## src/rtl/shift_right_seq_if.sv

```systemverilog
// Request/response bundle between the control unit and the sequential right shifter.
interface shift_right_seq_if;
  logic        start;
  logic [15:0] A;
  logic [3:0]  shamt;
  logic        arith;
  logic        busy;
  logic        done;
  logic [15:0] SRResult;

  modport master (
    output start, A, shamt, arith,
    input  busy, done, SRResult
  );

  modport slave (
    input  start, A, shamt, arith,
    output busy, done, SRResult
  );
endinterface

```

## src/rtl/shift_right_seq.sv

```systemverilog
// Sequential 16-bit right shifter (SRL/SRA), one bit position per clock,
// with a start/busy/done handshake and a registered result.
module shift_right_seq (
  input  logic                    Clock,
  input  logic                    Reset,
  shift_right_seq_if.slave        bus
);

  typedef enum logic [1:0] {
    StIdle  = 2'd0,
    StShift = 2'd1,
    StDone  = 2'd2
  } state_e;

  state_e      state_q, state_d;
  logic [15:0] y_q, y_d;
  logic [3:0]  cnt_q, cnt_d;
  logic        fill_q, fill_d;
  logic [15:0] result_q, result_d;
  logic [15:0] y_shifted;

  assign y_shifted = {fill_q, y_q[15:1]};

  always_ff @(posedge Clock or posedge Reset) begin
    if (Reset) begin
      state_q  <= StIdle;
      y_q      <= 16'h0000;
      cnt_q    <= 4'd0;
      fill_q   <= 1'b0;
      result_q <= 16'h0000;
    end else begin
      state_q  <= state_d;
      y_q      <= y_d;
      cnt_q    <= cnt_d;
      fill_q   <= fill_d;
      result_q <= result_d;
    end
  end

  always_comb begin
    state_d  = state_q;
    y_d      = y_q;
    cnt_d    = cnt_q;
    fill_d   = fill_q;
    result_d = result_q;
    unique case (state_q)
      StIdle: begin
        if (bus.start) begin
          y_d    = bus.A;
          cnt_d  = bus.shamt;
          fill_d = bus.arith & bus.A[15];
          if (bus.shamt != 4'd0) begin
            state_d = StShift;
          end else begin
            // Zero shift: result is the operand itself, skip straight to completion.
            result_d = bus.A;
            state_d  = StDone;
          end
        end
      end
      StShift: begin
        y_d   = y_shifted;
        cnt_d = cnt_q - 4'd1;
        if (cnt_q == 4'd1) begin
          result_d = y_shifted;
          state_d  = StDone;
        end
      end
      StDone: begin
        state_d = StIdle;
      end
      default: begin
        state_d = StIdle;
      end
    endcase
  end

  assign bus.busy     = (state_q != StIdle);
  assign bus.done     = (state_q == StDone);
  assign bus.SRResult = result_q;

endmodule

```

## src/flat_wrapper.sv

```systemverilog
// flat-port wrapper written by rule: the top's interface ports become plain ports
module shift_right_seq_flat 
  (Clock, Reset, bus_start, bus_A, bus_shamt, bus_arith, bus_busy, bus_done, bus_SRResult);
  shift_right_seq_if bus_i ();
  input  logic Clock;
  input  logic Reset;
  input wire logic [$bits(bus_i.start)-1:0] bus_start;
  input wire logic [$bits(bus_i.A)-1:0] bus_A;
  input wire logic [$bits(bus_i.shamt)-1:0] bus_shamt;
  input wire logic [$bits(bus_i.arith)-1:0] bus_arith;
  output wire logic [$bits(bus_i.busy)-1:0] bus_busy;
  output wire logic [$bits(bus_i.done)-1:0] bus_done;
  output wire logic [$bits(bus_i.SRResult)-1:0] bus_SRResult;
  assign bus_i.start = bus_start;
  assign bus_i.A = bus_A;
  assign bus_i.shamt = bus_shamt;
  assign bus_i.arith = bus_arith;
  assign bus_busy = bus_i.busy;
  assign bus_done = bus_i.done;
  assign bus_SRResult = bus_i.SRResult;
  shift_right_seq u_core (.Clock(Clock), .Reset(Reset), .bus(bus_i));
endmodule
```

## config.mk

```make
export PLATFORM = sky130hd
export DESIGN_NAME = shift_right_seq_flat
export DESIGN_NICKNAME = d
export VERILOG_FILES = /design/src/rtl/shift_right_seq_if.sv /design/src/rtl/shift_right_seq.sv /design/src/flat_wrapper.sv
export SDC_FILE = /design/constraint.sdc
export NUM_CORES = 1
export LEC_CHECK = 0
export ABC_AREA = 1
export CAP_MARGIN = 40
export CORE_UTILIZATION = 40
export DETAILED_ROUTE_END_ITERATION = 10
export GPL_ROUTABILITY_DRIVEN = 0
export PLACE_DENSITY = 0.66
export SLEW_MARGIN = 25
export SYNTH_ARGS = -nofsm -noshare
export SYNTH_HDL_FRONTEND = slang
export SYNTH_SLANG_ARGS = --single-unit
export TNS_END_PERCENT = 50
```

## constraint.sdc

```tcl
create_clock -name Clock -period 1.3 [get_ports Clock]
set_input_delay 0.39 -clock Clock [delete_from_list [all_inputs] [get_ports Clock]]
set_output_delay 0.39 -clock Clock [all_outputs]
set_load 0.01 [all_outputs]
```

==> impl_metrics.tcl <==
set metrics [dict create \
    worst_slack_ns -0.118 \
    grt_pass1_wl_mm 7.83 \
    r2r-start "u_core.state_q[0]$_DFFE_PP0P_" \
    core-area_um2 4440 \
    period_share_pct 109 \
    ys_async_sr_fraction_pct 100 \
    slowest_stage "dfrtp_1" \
    overflow 0 \
    cp_cell_sequence "buf_6 -> buf_6 -> inv_6 -> a21oi_4 -> buf_12 -> nand3_4 -> nand2_1 -> nand2_1" \
    cts_sinks 38 \
    critPathArrivalTime_ns 1.59 \
    path_delay_family "buffers and inverters" \
    syn_avg_cell_area_um2 7.81 \
    htreeDepth 2 \
    leakagePower_nw 1.44 \
    fp.dieArea_um2 5020 \
    ys.flop_type "dfrtp_1" \
    grt-busiest-layer "met2" \
    startpoint "u_core.state_q[0]$_DFFE_PP0P_" \
    dp_hpwl_mm 3.20 \
    cts_tree "built" \
    nets 330 \
    netlist.area_leader.share_pct 50.1 \
    clock_path_buffers 2 \
    switching_share_pct 43.6 \
    grt_usage_pct 20.0 \
    relSlewSlack_pct 78.3 \
    yosys.area.top_type "dfrtp_1" \
    fmax_mhz 705 \
    synth_edf_count 0 \
    cts_buffers 5 \
    drv_cap 0 \
    yosysWarnings 0 \
    power.density_nw_per_um2 2640 \
    num_antenna_cells 0 \
    cp.required_ns 1.48 \
    min_period_ns 1.42 \
    drive_above_1_share_pct 24.6 \
    grt_max_degree 39 \
    start_util_pct 42.7 \
    die_h_um 70.9 \
    utilization_pct 61.6 \
    pwr-share-comb_pct 57.6 \
    ys_seq_elements 38 \
    clock-skew-final_ns 0.00801 \
    grt_use_met1_pct 28.7 \
    worst_setup_path_start_kind "register" \
    rsz0062_at_grt "yes" \
    worst_pin_slew_ns 0.324 \
    antenna_found_initial 0 \
    netlist_instances 243 \
    area_growth_pct 44.2 \
    grt_pass1_vias 1642 \
    worstSetupEndpointType "register" \
    viasPerCell 5.23 \
    syn-num-nets 269 \
    outcome "complete, but fails checks" \
    num_io_pins 42 \
    fp-row-count 24 \
    drtPass1Iterations 6 \
    ys_top_cells_by_count "nand2_1, dfrtp_1, nand3_1" \
    grtUsageMet3_pct 4.42 \
    final-setup-viol-count 35 \
    root_buffer "clkbuf_8" \
    grtUsageMet2_pct 31.6 \
    dr.first_iter.drc_count 183 \
    clock_latency_ns 0.29 \
    whs_ns 0.461 \
    synth.distinct_cells 20 \
    p_int_mw 4.07 \
    path_max_fanout 8 \
    power_switching_mw 3.15 \
    die_w_um 70.9 \
    seqPwrFrac_pct 28.8 \
    peakVddDrop_uv 1390 \
    yosysSeqAreaShare_pct 50.1 \
    route.detailed.drc 0 \
    antenna_left 0 \
    synth.area.top_cells "dfrtp_1, nand2_1, nand3_1" \
    crit_buf_inv 4 \
    hold_violations 0 \
    io_buffers 41 \
    drv_slew 0 \
    power_frac_clock_pct 13.6 \
    hold_path.class "in -> async" \
    drt-total-wl_mm 5.32 \
    num_vias 1868 \
    synth.most_common_cell "nand2_1" \
    wire_per_inst_um 14.9 \
    critPathMaxStageDelay_ns 0.37 \
    netlist_area_um2 1900 \
    clk_pin_slew_ns 0.08 \
    violations "setup timing" \
    crit_type "reg -> reg" \
]
-- tightest hold or removal path, cell delays in order --
cell             delay [ns]
clkdlybuf4s50_1        0.40
inv_1                  0.10
buf_12                 0.23
-- flip-flops by register name (all words and copies together), names as in the netlist --
| signal | flops |
|---|---|
| u_core.bus.SRResult | 16 |
| u_core.cnt_q | 4 |
| u_core.y_q | 15 |
| u_core.fill_q | 1 |
| u_core.state_q | 2 |
-- per-stage QoR --
| step | area, um2 | worst slack, ns | power [mW] | cells | TNS [ns] |
|---|---|---|---|---|---|
| floorplan | 1900 | -0.00134 | 4.22 | 243 | -0.00134 |
| global placement | 2430 | -0.388 | 5.44 | 338 | -13.17 |
| detailed placement | 2430 | -0.389 | 5.52 | 338 | -13.15 |
| CTS | 2590 | -0.122 | 6.59 | 351 | -2.61 |
| global route | 2740 | -0.167 | 7.71 | 357 | -3.79 |
| finish | 2740 | -0.118 | 7.22 | 357 | -1.72 |
-- layer usage --
metal  up-vias  routed length (um)
met3         6                 315
met4         0                  23
li1        911                   -
met5         -                   0
met2        76                2610
met1       875                2370
-- kinds of logic after synthesis --
family,count (synthesis),share of synthesized area [%]
flip-flops,38,50.1
buffers and inverters,21,5.80
adder cells (fa/ha/maj),2,1.32
AND/OR/NAND/NOR,176,40.5
AO/OA/AOI/OAI,6,2.31
-- power by group through the flow --
stage               registers [mW]  clock network, mW  logic, mW
finish                        2.08              0.981       4.16
global route                  2.13               1.04       4.55
CTS                           2.06               1.01       3.52
detailed placement            2.11                  0       3.41
global placement              2.10                  0       3.34
floorplan                     2.16                  0       2.07
-- final timing paths --
| kind | slack [ns] | cells past startpoint | to |
|---|---|---|---|
| setup / recovery | -0.12 | 8 | u_core.bus.SRResult[12]$_DFFE_PP0P_ |
| setup reg to reg | -0.12 | 8 | u_core.bus.SRResult[12]$_DFFE_PP0P_ |
| hold / removal | 0.46 | 3 | u_core.bus.SRResult[4]$_DFFE_PP0P_ |
| max in group asynchronous | 0.62 | 3 | u_core.state_q[1]$_DFFE_PP0P_ |
| hold reg to reg | 0.47 | 2 | u_core.y_q[12]$_DFFE_PP0P_ |
| min in group Clock | 0.47 | 2 | u_core.y_q[12]$_DFFE_PP0P_ |
-- cell type report --
| class | count | area [um2] |
|---|---|---|
| multi-input combinational | 186 | 923 |
| sequential | 38 | 952 |
| clock buffer | 5 | 68.8 |
| inverter | 10 | 60.1 |
| timing repair buffer | 63 | 627 |
| fill | 390 | 1710 |
| tap | 52 | 65.1 |
| clock inverter | 3 | 40.0 |
-- layout by cell type, fill, tap and decap left out --
cell	netlist	final
dlymetal6s2s_1	0	1
inv_6	0	2
ha_1	2	2
nor2_2	0	2
buf_6	2	5
nand2_8	0	1
clkdlybuf4s50_1	0	22
o21ai_0	4	2
nand2_1	125	115
inv_1	7	5
bufinv_16	0	1
dfrtp_1	38	37
nand4_1	16	16
inv_12	0	1
buf_4	1	9
inv_2	2	2
buf_12	0	6
clkbuf_16	0	2
clkbuf_2	0	6
clkinv_2	0	2
clkbuf_8	0	5
buf_2	8	11
a21oi_4	1	1
nand3_4	1	3
o211ai_1	1	1
dfrtp_2	0	1
nor2_4	1	2
nor2_1	9	6
nand3b_1	1	1
nand2_2	0	9
or2_2	1	1
nand3_1	20	20
nand2_4	2	2
o21ai_1	0	2
buf_8	0	1
-- repair_timing --
action / 4_1_cts / 5_1_grt
resized for setup: 63 / 52
buffers inserted: 5 / 2
hold buffers: 0 / 0
pin swaps: 1 / 25
cloned: 0 / 4
endpoints found under the setup margin: 53 / 51
hold endpoints to repair: 0 / 0
Power figures use the tool's default switching activity.
